File: src/rtl/pc_gen_pkg.sv
// Shared types for the PC generator: address type, reset vector and command/state enums.
package Types;
  typedef logic [31:0] addr_t;
endpackage

package Parameters;
  localparam Types::addr_t InstStartFromActual = 32'h0000_1000;
endpackage

package PCType;
  typedef enum logic [2:0] {
    HOLD        = 3'd0,
    INC         = 3'd1,
    INC_OFFSET  = 3'd2,
    LOAD        = 3'd3,
    CALL_OFFSET = 3'd4,
    CALL_LOAD   = 3'd5,
    RET         = 3'd6
  } pc_cmd_t;

  typedef enum logic [1:0] {
    BOOT   = 2'd0,
    RUN    = 2'd1,
    BUBBLE = 2'd2
  } pc_state_t;
endpackage

File: src/rtl/pc_gen_if.sv
// Command/redirect inputs and fetch-side outputs of the PC generator.
interface pc_gen_if #(
  parameter int unsigned XLEN = 32
) ();
  PCType::pc_cmd_t   cmd;
  logic [XLEN-1:0]   operand;
  logic              trap_valid;
  logic [XLEN-1:0]   trap_vec;
  logic              fetch_ready;
  logic [XLEN-1:0]   pc;
  logic [XLEN-1:0]   inc_pc;
  logic              fetch_valid;
  logic              ras_empty;
  logic              ras_full;
  logic              ras_miss;
  logic              misaligned;

  modport master (
    output cmd, operand, trap_valid, trap_vec, fetch_ready,
    input  pc, inc_pc, fetch_valid, ras_empty, ras_full, ras_miss, misaligned
  );

  modport slave (
    input  cmd, operand, trap_valid, trap_vec, fetch_ready,
    output pc, inc_pc, fetch_valid, ras_empty, ras_full, ras_miss, misaligned
  );
endinterface

File: src/rtl/pc_gen_return_stack.sv
// Circular return-address stack: a push when full overwrites the oldest entry.
module return_stack #(
  parameter int unsigned DEPTH = 4,
  parameter int unsigned WIDTH = 32
) (
  input  logic             clk,
  input  logic             rst,
  input  logic             push,
  input  logic             pop,
  input  logic [WIDTH-1:0] push_data,
  output logic [WIDTH-1:0] top,
  output logic             empty,
  output logic             full
);
  localparam int unsigned PW = $clog2(DEPTH);
  localparam int unsigned CW = PW + 1;

  logic [PW-1:0]    sp_q;
  logic [CW-1:0]    count_q;
  logic [WIDTH-1:0] mem [DEPTH];

  assign empty = (count_q == CW'(0));
  assign full  = (count_q == CW'(DEPTH));
  assign top   = mem[sp_q - PW'(1)];

  // sp_q points at the next free slot; wrapping lets a full push overwrite the oldest
  always_ff @(posedge clk) begin
    if (rst) begin
      sp_q    <= '0;
      count_q <= '0;
    end else if (push) begin
      sp_q <= sp_q + PW'(1);
      if (!full) count_q <= count_q + CW'(1);
    end else if (pop && !empty) begin
      sp_q    <= sp_q - PW'(1);
      count_q <= count_q - CW'(1);
    end
  end

  always_ff @(posedge clk) begin
    if (push) mem[sp_q] <= push_data;
  end
endmodule

File: src/rtl/pc_gen.sv
// Fetch PC generator: sequential/branch/call/return next-PC selection with trap redirect.
module pc_gen
  import PCType::*;
#(
  parameter int unsigned    XLEN      = 32,
  parameter int unsigned    RAS_DEPTH = 4,
  parameter logic [XLEN-1:0] RESET_PC = XLEN'(Parameters::InstStartFromActual)
) (
  input logic     clk,
  input logic     rst,
  pc_gen_if.slave bus
);
  pc_state_t       state_q, state_d;
  logic [XLEN-1:0] pc_q;
  logic [XLEN-1:0] inc_pc;
  logic [XLEN-1:0] target;
  logic [XLEN-1:0] ras_top;
  logic            ras_empty, ras_full;
  logic            fire, push, pop, miss_d;
  logic            ras_miss_q, misaligned_q;

  assign inc_pc          = pc_q + XLEN'(4);
  assign fire            = (state_q == RUN) && bus.fetch_ready;
  assign bus.pc          = pc_q;
  assign bus.inc_pc      = inc_pc;
  assign bus.fetch_valid = (state_q == RUN);
  assign bus.ras_empty   = ras_empty;
  assign bus.ras_full    = ras_full;
  assign bus.ras_miss    = ras_miss_q;
  assign bus.misaligned  = misaligned_q;

  always_ff @(posedge clk) begin
    if (rst) state_q <= BOOT;
    else     state_q <= state_d;
  end

  always_comb begin
    state_d = state_q;
    case (state_q)
      BOOT:    state_d = RUN;
      BUBBLE:  state_d = RUN;
      default: state_d = RUN;
    endcase
    if (bus.trap_valid) state_d = BUBBLE;
  end

  // Next-PC selection; RAS side effects only when the command is actually accepted
  always_comb begin
    target = pc_q;
    push   = 1'b0;
    pop    = 1'b0;
    miss_d = 1'b0;
    case (bus.cmd)
      INC:         target = inc_pc;
      INC_OFFSET:  target = inc_pc + bus.operand;
      LOAD:        target = bus.operand;
      CALL_OFFSET: begin target = inc_pc + bus.operand; push = 1'b1; end
      CALL_LOAD:   begin target = bus.operand;          push = 1'b1; end
      RET: begin
        if (ras_empty) begin
          target = bus.operand;
          miss_d = 1'b1;
        end else begin
          target = ras_top;
          pop    = 1'b1;
        end
      end
      default:     target = pc_q;
    endcase
    if (!fire || bus.trap_valid) begin
      push   = 1'b0;
      pop    = 1'b0;
      miss_d = 1'b0;
    end
  end

  always_ff @(posedge clk) begin
    if (rst) begin
      pc_q         <= RESET_PC;
      ras_miss_q   <= 1'b0;
      misaligned_q <= 1'b0;
    end else begin
      ras_miss_q   <= miss_d;
      misaligned_q <= 1'b0;
      if (bus.trap_valid) begin
        pc_q <= {bus.trap_vec[XLEN-1:2], 2'b00};
      end else if (fire) begin
        pc_q         <= {target[XLEN-1:2], 2'b00};
        misaligned_q <= (target[1:0] != 2'b00);
      end
    end
  end

  return_stack #(
    .DEPTH (RAS_DEPTH),
    .WIDTH (XLEN)
  ) u_ras (
    .clk       (clk),
    .rst       (rst),
    .push      (push),
    .pop       (pop),
    .push_data (inc_pc),
    .top       (ras_top),
    .empty     (ras_empty),
    .full      (ras_full)
  );
endmodule
File: src/flat_wrapper.sv
// flat-port wrapper written by rule: the top's interface ports become plain ports
module pc_gen_flat import PCType::*;
#(
  parameter int unsigned    XLEN      = 32,
  parameter int unsigned    RAS_DEPTH = 4,
  parameter logic [XLEN-1:0] RESET_PC = XLEN'(Parameters::InstStartFromActual)
)
  (clk, rst, bus_cmd, bus_operand, bus_trap_valid, bus_trap_vec, bus_fetch_ready, bus_pc, bus_inc_pc, bus_fetch_valid, bus_ras_empty, bus_ras_full, bus_ras_miss, bus_misaligned);
  pc_gen_if #(.XLEN(XLEN)) bus_i ();
  input logic clk;
  input logic rst;
  input wire logic [$bits(bus_i.cmd)-1:0] bus_cmd;
  input wire logic [$bits(bus_i.operand)-1:0] bus_operand;
  input wire logic [$bits(bus_i.trap_valid)-1:0] bus_trap_valid;
  input wire logic [$bits(bus_i.trap_vec)-1:0] bus_trap_vec;
  input wire logic [$bits(bus_i.fetch_ready)-1:0] bus_fetch_ready;
  output wire logic [$bits(bus_i.pc)-1:0] bus_pc;
  output wire logic [$bits(bus_i.inc_pc)-1:0] bus_inc_pc;
  output wire logic [$bits(bus_i.fetch_valid)-1:0] bus_fetch_valid;
  output wire logic [$bits(bus_i.ras_empty)-1:0] bus_ras_empty;
  output wire logic [$bits(bus_i.ras_full)-1:0] bus_ras_full;
  output wire logic [$bits(bus_i.ras_miss)-1:0] bus_ras_miss;
  output wire logic [$bits(bus_i.misaligned)-1:0] bus_misaligned;
  assign bus_i.cmd = bus_cmd;
  assign bus_i.operand = bus_operand;
  assign bus_i.trap_valid = bus_trap_valid;
  assign bus_i.trap_vec = bus_trap_vec;
  assign bus_i.fetch_ready = bus_fetch_ready;
  assign bus_pc = bus_i.pc;
  assign bus_inc_pc = bus_i.inc_pc;
  assign bus_fetch_valid = bus_i.fetch_valid;
  assign bus_ras_empty = bus_i.ras_empty;
  assign bus_ras_full = bus_i.ras_full;
  assign bus_ras_miss = bus_i.ras_miss;
  assign bus_misaligned = bus_i.misaligned;
  pc_gen #(.XLEN(XLEN), .RAS_DEPTH(RAS_DEPTH), .RESET_PC(RESET_PC)) u_core (.clk(clk), .rst(rst), .bus(bus_i));
endmodule
File: config.mk
export PLATFORM = sky130hd
export DESIGN_NAME = pc_gen_flat
export DESIGN_NICKNAME = d
export VERILOG_FILES = /design/src/rtl/pc_gen_pkg.sv /design/src/rtl/pc_gen_if.sv /design/src/rtl/pc_gen_return_stack.sv /design/src/rtl/pc_gen.sv /design/src/flat_wrapper.sv
export SDC_FILE = /design/constraint.sdc
export NUM_CORES = 1
export LEC_CHECK = 0
export ABC_AREA = 1
export ABC_CLOCK_PERIOD_IN_PS = 3600
export CAP_MARGIN = 0
export CORE_ASPECT_RATIO = 2
export CORE_MARGIN = 1.5
export CORE_UTILIZATION = 30
export CTS_CLUSTER_DIAMETER = 60
export DETAILED_ROUTE_END_ITERATION = 10
export PLACE_DENSITY = 0.53
export SYNTH_ARGS = -nofsm -noshare
export SYNTH_HDL_FRONTEND = slang
export SYNTH_SLANG_ARGS = --single-unit
File: constraint.sdc
create_clock -name clk -period 3.6 [get_ports clk]
set_clock_uncertainty 0.1 [all_clocks]
set_input_delay 1.08 -clock clk [delete_from_list [all_inputs] [get_ports clk]]
set_output_delay 1.08 -clock clk [all_outputs]
set_load 0.1 [all_outputs]
# Word level (Yosys, flattened, before mapping)
# Memory sizes are Yosys's and may differ from the RTL's.
# Cells that the tools add are included.
# classes
bitwise_logic,2
n_reduce_logical,17
n_eq_ne,9
n_mux,18
n_addsub,6
# ops
cell,count
32-bit one-hot mux with 4 select lines,1
32-bit 2-to-1 mux,3
"32-bit by 3-bit adder with 32-bit output, second input constant",1
32-bit adder,1
"3-bit == test, second input constant",4
3-bit 2-to-1 mux,3
1-bit 2-to-1 mux,8
"3-bit by 2-bit == test with 1-bit output, second input constant",2
2-bit 2-to-1 mux,3
2-bit nonzero test,3
2-bit OR reduction,3
3-bit OR reduction,2
5-bit nonzero test,1
2-bit AND reduction,2
"3-bit by 1-bit adder with 3-bit output, second input constant",1
"3-bit by 1-bit == test with 1-bit output, second input constant",1
3-bit zero test,1
"3-bit by 1-bit subtractor with 3-bit output, second input constant",1
"2-bit by 1-bit adder with 2-bit output, second input constant",1
"2-bit by 1-bit == test with 1-bit output, second input constant",1
1-bit logical AND,2
1-bit zero test,2
"2-bit != test, second input constant",1
1-bit inverter,2
2 further kinds,2
# word_totals
memories,1
reg_bits,39
input_bits,71
output_inout_bits,69
wordCells,59
ramBits,128
# mem_list
name,depth,width,rd,rd_clocked_by_memory_dff,wr,line_no,text
u_core.u_ras.mem,4,32,1,0,1,pc_gen_return_stack.sv:20,logic [WIDTH-1:0] mem [DEPTH];

# Longest topological paths before layout
# Gate-level depths: netlist (run 1).
# depth
ltp_word,8
depth_mapped,25
mapped_depth_nobuf,25

# Modules after synthesis
# From an unflattened synthesis (run 1), not the netlist that was laid out.
# unflattened
hier_cells,1407
area_unflattened_um2,10625.2
# by_module_without_submodules
mod,instances,seq_area_each_um2,cells_each,area_each_um2
pc_gen,1,680.7,1035,5425.2
return_stack,1,3943.8,372,5200.0

# Least setup slack after synthesis (run 1)
# Ideal clock, no wire load.
# synth_path
kind,register to register
start,register u_core.pc_q[2] (netlist: u_core.bus.pc[2])
end,register u_core.pc_q[30] (netlist: u_core.bus.pc[30])
t_required_ns,3.368
path_buffers,0
path_stages_with_launch,21
t_arrival_ns,5.623
path_slack_ns,-2.255
setup_time_ns,0.132
path_cell_list,dfxtp_1 inv_1 nor2_4 nand2_4 nor2_4 nand2_1 xnor2_1 ha_1 nand2_1 nor2_1 inv_1 nor2_1 nand2_1 nand3_1 nand2_1 nand2_1 nand2_1 nand3_1 nand2_1 nand2_1 a21oi_1
# synth_between
elab_chain_cells,5
# synth_rtl
element,line_no,text
from (decl),pc_gen.sv:14,logic [XLEN-1:0] pc_q;
from (signal assigned),pc_gen.sv:86,"pc_q <= {bus.trap_vec[XLEN-1:2], 2'b00};"
from (signal assigned),pc_gen.sv:88,"pc_q <= {target[XLEN-1:2], 2'b00};"
32-bit by 3-bit adder with 32-bit output,pc_gen.sv:22,assign inc_pc = pc_q + XLEN'(4);
named net bus_inc_pc[2],flat_wrapper.sv:18,output wire logic [$bits(bus_i.inc_pc)-1:0] bus_inc_pc;
32-bit adder,"pc_gen.sv:55, pc_gen.sv:57",
32-bit one-hot mux with 4 select lines,pc_gen.sv:53,case (bus.cmd)
32-bit 2-to-1 mux,pc_gen.sv:87,end else if (fire) begin
32-bit 2-to-1 mux,pc_gen.sv:85,if (bus.trap_valid) begin
# The timed path passes the listed nets, and every way through them passes these cells. The select of a mux whose other input is x is not followed.
# A chain may end at the register's enable or synchronous reset.

# Worst setup path after layout (run 1)
# layout_path
start,register u_core.pc_q[2] (netlist: u_core.bus.pc[2])
end,output bus_inc_pc[30]
# layout_between
elab_chain_cells,1
# layout_rtl
element,line_no
32-bit by 3-bit adder with 32-bit output,pc_gen.sv:22
to (decl),flat_wrapper.sv:18
# Every way passes these cells.

==> reports/metrics.yaml, run 1 <==
run_status:
  status: "finished clean"
clock_network:
  clock_latency_ns: 0.47
  path_clk_slew_ns: 0.07
  numCtsBuffers: 17
  cts_htree_levels: 4
  hold_buffers: 0
  tritoncts: "done"
  clk_path_buf_depth: 2
  clkSinkCount: 159
  cts_root_buf: "clkbuf_16"
routing:
  drc: 0
  dr.pass1.iters: 5
  via_count: 9756
  antenna_left: 0
  viasPerCell: 4.94
  drt_wl_total_um: 41300
  routedWlPerCell_um: 20.9
  drtIter0Drc: 526
die:
  initial_core_util_pct: 30.5
  ios: 140
  die_w_um: 132
  rows: 94
  core_area_sq_um: 32900
  dieArea_sq_um: 34600
  die_h_um: 262
worst_setup_path:
  critPathKind: "reg -> out"
  r2r_end: "u_core.bus.pc[21]"
  ff2ff_path_depth: 18
  critPathLaunch: "u_core.bus.pc[2]"
  r2r_start: "u_core.bus.pc[2]"
  cp.required_ns: 2.42
  regToRegSetupSlack_ns: 0.17
  cp-end-kind: "output port"
  critPathCapture: "bus_inc_pc[30]"
  crit_fanout: 5
  cp-start-kind: "flop"
  cp.arrival_ns: 2.37
worst_hold_path:
  hold_path_startpoint: "u_core.u_ras.sp_q[0]"
  min_path_type: "reg -> reg"
  holdPathStages: 1
global_route:
  gr-usage-met3_pct: 2.50
  grt_use_met2_pct: 49.3
  grt_pass1_wl_um: 59700
  grt_pass1_vias: 9911
  grt_use_total_pct: 24.1
  antenna_found_initial: 0
  grt_max_degree: 34
  grt_most_used_layer: "met2"
  grt_use_met1_pct: 20.1
  grt.overflow.total: 0
sta:
  hold_viol_final: 0
  min_period_ns: 3.55
  setup_slack_ns: 0.0506
  hold-worst-slack_ns: 0.415
  setup_viol_count_final: 0
  tns_ns: 0
  rsz0062_at_grt: "true"
  slew_violations: 0
  fmax_mhz: 282
  slew-limit-headroom_pct: 29.1
  worst_pin_slew_ns: 1.06
  period_share_pct: 98.6
yosys:
  synthCells: 1309
  synth.area.top_cells: "edfxtp_1 36%, nand2_1 14%, dfxtp_1 7.8%"
  synth_area_per_cell_sq_um: 7.66
  yosysWarnings: 0
  synth_top_area_share_pct: 35.9
  synthDistinctLibCells: 49
  yosysTopAreaCell: "edfxtp_1"
  ys_seq_area_share_pct: 43.7
  syn_area_sq_um: 10000
  ys_seq_elements: 159
placement:
  dp_slack_ns: -0.236
  dpl_cell_area_sq_um: 13100
  place_congestion: 0.939
  dp_cells: 1931
  portBuffers: 133
  hpwl_um: 33100
power_and_ir_drop:
  total_power_mw: 5.24
  powerDensity_nw_per_um2: 376
  vdd_drop_max_mv: 0.341
  p_leak_nw: 5.83
finish:
  antennaDiodeCount: 0
  fin_nets: 1640
  design_area_sq_um: 13900
  syn2layout_area_growth_pct: 39.1
  fin_util_pct: 42.4
  fin_cells: 1973
  drive_gt1_share_pct: 21.9
job:
  drv_cap: 0
[worst min path at each step]
| stage | endpoint | slack (ns) |
|---|---|---|
| 6_report | u_core.u_ras.sp_q[0] | 0.41 |
| 3_3_place_gp | u_core.u_ras.sp_q[0] | 0.39 |
| 4_1_cts | u_core.u_ras.sp_q[0] | 0.42 |
| 5_1_grt | u_core.u_ras.sp_q[0] | 0.44 |
| 3_5_place_dp | u_core.u_ras.sp_q[0] | 0.40 |
| 2_1_floorplan | u_core.u_ras.count_q[2] | 0.38 |
[synth_stat cells (all sizes together)]
master and number:
nand2 378, inv 164, nor2 130, edfxtp 120
nand3 103, a21oi 72, o21ai 60, dfxtp 39
ha 39, a22oi 28, nor3 23, buf 21
clkbuf 21, nand4 18, o22ai 17, xor2 10
or2 7, xnor2 7, o21bai 6, and2 5
o221ai 5, a22o 4, nand3b 4, a21o 3
a221o 3, a221oi 3, nor4 3, o211ai 3
a211oi 2, a31oi 2, fa 2, o21a 2
a21boi 1, a31o 1, clkinv 1, conb 1
nor3b 1
[area by class of cell]
class / count / area, sq um
inverters: 165 / 634
repair buffers: 239 / 2380
well taps: 432 / 541
multi-input cells: 946 / 5380
flip-flops and latches: 159 / 4440
fillers: 3422 / 19000
clock buffers: 23 / 502
clock inverters: 9 / 80.1
[report_power, final]
part	leakage, nW	internal, mW	switching (mW)
registers	1.40	2.00	0.0435
clock network	0.295	1.05	0.776
logic	4.14	0.456	0.912
[critical path, stage by stage (launching register included)]
cell and delay (ns):
dfxtp_4 0.37, ha_4 0.14, nand2_2 0.07, nor2_4 0.16, buf_4 0.14, nand3_1 0.11, inv_1 0.14, a21o_1 0.15
nand2_1 0.05, inv_1 0.20, buf_4 0.20, buf_12 0.17
[cells in the final DEF, fill, tap and decap left out, types with 5 or more instances in the layout]
master           instances
clkdlybuf4s50_1         68
a21oi_1                 70
o22ai_1                 17
ha_4                     7
a22oi_1                 28
nand4_1                 18
clkbuf_16               19
dfxtp_1                 15
xor2_4                   7
nand2_1                360
inv_1                  154
or2_2                    6
inv_2                    6
o221ai_1                 5
nor3_2                  11
dfxtp_4                  9
nor2_2                  22
nor3_1                  11
buf_12                  32
o21ai_0                 55
nand3_1                 96
o21bai_1                 5
xnor2_4                  6
nor2_1                 101
buf_4                  136
ha_1                    30
nand2_2                 14
nand3_2                  6
o21ai_1                  5
dfxtp_2                 15
edfxtp_1               120
nor2_4                   7
[routing by layer]
layer | wire length, um | vias to the layer above
met2 | 23700 | 243
met1 | 13100 | 4588
met4 | 3610 | 0
met5 | 0 | -
met3 | 910 | 111
li1 | - | 4814
[registers in the layout, indices dropped and copies added (netlist names)]
name                   flops
u_core.u_ras.count_q       3
u_core.state_q             2
u_core.bus.misaligned      1
u_core.bus.pc             30
u_core.u_ras.sp_q          2
u_core.u_ras.mem         120
u_core.bus.ras_miss        1
[timing repair]
item,4_1_cts,5_1_grt
pin swaps,2,11
cloned,0,0
gates resized for setup,5,41
endpoints found under the setup margin,5,23
buffers inserted,2,8
[kinds of logic after synthesis]
group,Yosys count,share of synthesized area (%)
buffers and inverters,207,8.15
AOI/OAI and AO/OA,212,12.6
and+or+nand+nor,672,28.7
DFF,159,43.7
other,1,0.0374
adders and majority gates,41,5.26
xor gates and xnor gates,17,1.56
No activity file was read; power rests on OpenSTA's default activity.
==> inputs of run 2 (changes only) <==
SETUP_SLACK_MARGIN = 0.02   (was unset)
==> run 2 against run 1 <==
  * Clock power grew 2%
  * Critical path depth shrank 2
  * Setup slack gained 0.048 ns
  * Count of clock-buffer cells in the layout shrank 5
  * Non-clock buffer count grew 14
  * Flip-flop and latch count is the same
  * Worst hold slack gained 0.018 ns
  * Register-to-register slack gained 0.10 ns
  * Global-route usage grew 0.71 points
  * First-iteration DRC count grew 4.9%
  * Die area is the same
  * Final area grew 1.5%
==> reports/metrics.yaml, run 2 (synthesis results as in run 1) <==
placement:
  dp_cells: 1948
  portBuffers: 133
  place_congestion: 0.928
  hpwl_um: 33600
  dpl_cell_area_sq_um: 13300
sta:
  rsz0062_at_grt: "true"
  slew-limit-headroom_pct: 28.2
  period_share_pct: 97.3
  setup_viol_count_final: 0
  slew_violations: 0
  hold_viol_final: 0
  min_period_ns: 3.50
  tns_ns: 0
  worst_pin_slew_ns: 1.08
  fmax_mhz: 286
power_and_ir_drop:
  vdd_drop_max_mv: 0.381
  p_leak_nw: 5.90
  powerDensity_nw_per_um2: 376
  total_power_mw: 5.33
routing:
  routedWlPerCell_um: 21.2
  drc: 0
  drt_wl_total_um: 42200
  drtIter0Drc: 552
  antenna_left: 0
  via_count: 9912
  viasPerCell: 4.99
  dr.pass1.iters: 5
finish:
  regMostFlops: "u_core.u_ras.mem"
  antennaDiodeCount: 0
  final_cell_mix: "359 x nand2_1, 152 x inv_1, 148 x buf_4"
  fin_util_pct: 43.0
  fin_nets: 1654
  layout_commonest_cell: "nand2_1"
  drive_gt1_share_pct: 23.2
  n_fill_cell: 3400
  fin_cells: 1987
  syn2layout_area_growth_pct: 41.1
  largest_register_ffs: 120
  design_area_sq_um: 14200
die:
  ios: 140
  die_h_um: 262
  initial_core_util_pct: 30.5
  die_w_um: 132
  dieArea_sq_um: 34600
  rows: 94
  core_area_sq_um: 32900
clock_network:
  cts_htree_levels: 4
  path_clk_slew_ns: 0.07
  hold_buffers: 0
  tritoncts: "done"
  cts_root_buf: "clkbuf_16"
  clock_latency_ns: 0.46
  clkSinkCount: 159
  clk_path_buf_depth: 2
  numCtsBuffers: 17
worst_setup_path:
  ff2ff_path_depth: 24
  path_cells: "ha_1 > nand2_2 > nor2_4 > buf_4 > nor3b_4 > or2_2 > and2_2 > buf_4 > buf_12"
  cp.required_ns: 2.42
  r2r_end: "u_core.bus.pc[31]"
  regToRegSetupSlack_ns: 0.27
  path_common_cell: "buf_4"
  slowest_delay_ns: 0.35
  r2r_start: "u_core.bus.pc[2]"
  crit_fanout: 4
  cp-start-kind: "flop"
  cp-end-kind: "output port"
  critPathKind: "reg -> out"
  crit_path_top_delay_cell: "dfxtp_4"
  cp.arrival_ns: 2.32
run_status:
  status: "finished clean"
global_route:
  grt_pass1_wl_um: 61100
  grt_use_total_pct: 24.8
  grt_pass1_vias: 9990
  grt.overflow.total: 0
  antenna_found_initial: 0
  grt_max_degree: 66
worst_hold_path:
  min_path_type: "reg -> reg"
  holdPathStages: 1
  min_to: "u_core.u_ras.count_q[0]"
  hold_path_startpoint: "u_core.u_ras.count_q[0]"
job:
  drv_cap: 0
## run 2: cell types whose count changed in the layout (fill, tap and decap cells not counted), sizes merged
| cell | change |
|---|---|
| clkbuf | -5 |
| buf | +14 |
| bufinv | +1 |
| clkinvlp | +2 |
| inv | +6 |
| clkinv | -4 |
## run 2: area by class of cell
type | instances | area, sq um | share of cell area, %
multi-input cells | 946 | 5440 | 38.4
flip-flops and latches | 159 | 4440 | 31.4
repair buffers | 253 | 2500 | 17.7
inverters | 165 | 638 | 4.51
well taps | 432 | 541 | 3.82
clock buffers | 18 | 429 | 3.03
clock inverters | 14 | 169 | 1.19
## run 2: timing repair
action                                  4_1_cts  5_1_grt
setup buffers                                 1        6
endpoints found under the setup margin        7       28
gates cloned                                  0        0
pin swaps                                     1        7
resized for setup                             3       47
## run 2: through the flow
stage	hold WS [ns]	setup slack, ns
after floorplan	0.384	-0.589
after global placement	0.408	-0.0599
after detailed placement	0.420	-0.0820
after CTS	0.435	0.0234
after global routing	0.475	-0.0156
final	0.433	0.0983
## run 2: how the worst max path moves through the flow
stage / start / to / cells after the start
finish: u_core.bus.pc[2] / bus_inc_pc[22] / 9
global route: u_core.bus.pc[16] / bus_inc_pc[25] / 11
CTS: u_core.bus.pc[16] / bus_inc_pc[24] / 10
detailed placement: bus_operand[4] / u_core.bus.pc[25] / 13
global placement: bus_operand[4] / u_core.bus.pc[25] / 13
floorplan: u_core.bus.pc[2] / u_core.bus.pc[23] / 19
## run 2: per-layer routing
layer	vias to the layer above	global-route usage, %	share of wire (%)
met1	4690	20.9	31
met4	0	19.9	8.9
li1	4826	-	-
met5	-	0	0
met3	114	2.83	2.9
met2	282	50.8	58
## run 2: power by group
group          total [mW]  leakage [nW]  switching, mW  internal (mW)
logic                1.42          4.21          0.934          0.484
clock network        1.87         0.291          0.827           1.05
registers            2.04          1.40         0.0395           2.00
total                5.33          5.90           1.80           3.53
## run 2: critical path, delay by kind of cell (launching register included)
kind | cells | cell delay, ns
and+or+nand+nor | 5 | 0.79
adders and majority gates | 1 | 0.21
DFF | 1 | 0.35
buffers and inverters | 3 | 0.49
==> inputs of run 3 (changes only) <==
REMOVE_ABC_BUFFERS = 1   (was unset)
==> run 3 against run 2 <==
  * Total power decreased by 0.29%
  * Flip-flop and latch count unchanged
  * Register-to-register slack got worse by 0.09 ns
==> reports/metrics.yaml, run 3 (synthesis results as in run 1) <==
run_status:
  status: "finished clean"
die:
  dieArea_sq_um: 34600
  ios: 140
  core_area_sq_um: 32900
  die_w_um: 132
  initial_core_util_pct: 30.5
  die_h_um: 262
  rows: 94
routing:
  routedWlPerCell_um: 19.8
  drt_wl_total_um: 39700
  drtIter0Drc: 564
  drc: 0
  via_count: 9876
  antenna_left: 0
  dr.pass1.iters: 5
  viasPerCell: 4.94
power_and_ir_drop:
  power.net_switching_mw: 1.69
  clkPwrFrac_pct: 36.6
  p_leak_nw: 5.92
  pwr-share-seq_pct: 38.3
  powerDensity_nw_per_um2: 385
  vdd_drop_max_mv: 0.355
  sw_frac_of_total_pct: 31.9
  p_comb_share_pct: 25.1
  p_int_mw: 3.62
global_route:
  grt_pass1_vias: 9937
  antenna_found_initial: 0
  grt_use_total_pct: 23.0
  grt_pass1_wl_um: 57700
  grt_max_degree: 66
  grt.overflow.total: 0
sta:
  fmax_mhz: 286
  period_share_pct: 97.0
  slew-limit-headroom_pct: 49.9
  setup_viol_count_final: 0
  worst_pin_slew_ns: 0.752
  min_period_ns: 3.49
  setup_slack_ns: 0.106
  hold_viol_final: 0
  slew_violations: 0
  rsz0062_at_grt: "false"
placement:
  hpwl_um: 31000
  portBuffers: 133
  dp_slack_ns: -0.143
  dp_cells: 1962
  place_congestion: 0.942
worst_setup_path:
  critPathKind: "reg -> out"
  cp.required_ns: 2.42
  crit_fanout: 6
  cp-end-kind: "output port"
  regToRegSetupSlack_ns: 0.18
  cp-start-kind: "flop"
  critPathLaunch: "u_core.bus.pc[13]"
  r2r_start: "u_core.bus.pc[10]"
  cp.arrival_ns: 2.31
finish:
  fin_cells: 1999
  drive_gt1_share_pct: 19.8
  largest_register_ffs: 120
  final_cell_mix: "372 x nand2_1, 163 x buf_4, 154 x inv_1"
  layout_commonest_cell: "nand2_1"
  syn2layout_area_growth_pct: 37.5
  regMostFlops: "u_core.u_ras.mem"
  fin_nets: 1666
  antennaDiodeCount: 0
worst_hold_path:
  hold_path_startpoint: "u_core.u_ras.count_q[2]"
  min_path_type: "reg -> reg"
clock_network:
  clk_path_buf_depth: 2
  cts_htree_levels: 4
  numCtsBuffers: 17
  clkSinkCount: 159
  clock_latency_ns: 0.45
  path_clk_slew_ns: 0.07
  tritoncts: "done"
  cts_root_buf: "clkbuf_16"
  hold_buffers: 0
job:
  drv_cap: 0
[run 3: path summary, 6_finish.rpt]
path                                   to  cells after the start
hold / removal    u_core.u_ras.count_q[2]                      2
hold reg to reg   u_core.u_ras.count_q[2]                      2
setup reg to reg        u_core.bus.pc[31]                     26
setup / recovery           bus_inc_pc[23]                      8
[run 3: area by class of cell]
cell class | count | area (sq um)
Sequential cell | 159 | 4400
Clock inverter | 12 | 184
Tap cell | 432 | 541
Clock buffer | 20 | 437
Fill cell | 3346 | 19100
Inverter | 165 | 619
Multi-Input combinational cell | 946 | 5040
Timing Repair Buffer | 265 | 2580
[run 3: metal layers]
| layer | vias up | global-route usage (%) | share of wire, % |
|---|---|---|---|
| met2 | 287 | 46.4 | 56 |
| met5 | - | 0 | 0 |
| met1 | 4624 | 21.4 | 34 |
| met4 | 0 | 14.4 | 6.3 |
| met3 | 110 | 3.21 | 3.3 |
| li1 | 4855 | - | - |
[run 3: power groups by stage]
stage                     registers [mW]  clock network (mW)  logic [mW]
after floorplan                     2.22                   0       0.605
after global placement              2.07                   0        1.31
after detailed placement            2.07                   0        1.31
after CTS                           2.03                1.98        1.32
after global routing                2.04                2.06        1.42
final                               2.03                1.95        1.33
[run 3: through the flow]
step	hold WS, ns	setup TNS, ns	area, sq um	total power, mW	utilization [%]
after floorplan	0.366	-119.29	9840	2.83	-
after global placement	0.388	-0.678	12900	3.38	39.3
after detailed placement	0.399	-0.569	12900	3.39	39.3
after CTS	0.406	0	13600	5.34	41.4
after global routing	0.448	0	13800	5.51	41.9
final	0.403	0	13800	5.31	41.9
[run 3: what timing repair did]
| item | CTS | global route |
|---|---|---|
| pin swaps | 3 | 8 |
| cloned | 0 | 0 |
| gates resized for setup | 14 | 38 |
| endpoints found under the setup margin | 12 | 27 |
| buffers inserted | 2 | 3 |
[run 3: worst max-delay path, stage by stage (launching register included)]
cell and delay (ns):
dfxtp_1 0.42, nand2_1 0.20, nor2_2 0.20, nand2_1 0.11
nor2_4 0.12, nand3_1 0.14, xor2_2 0.26, buf_4 0.22
buf_12 0.18
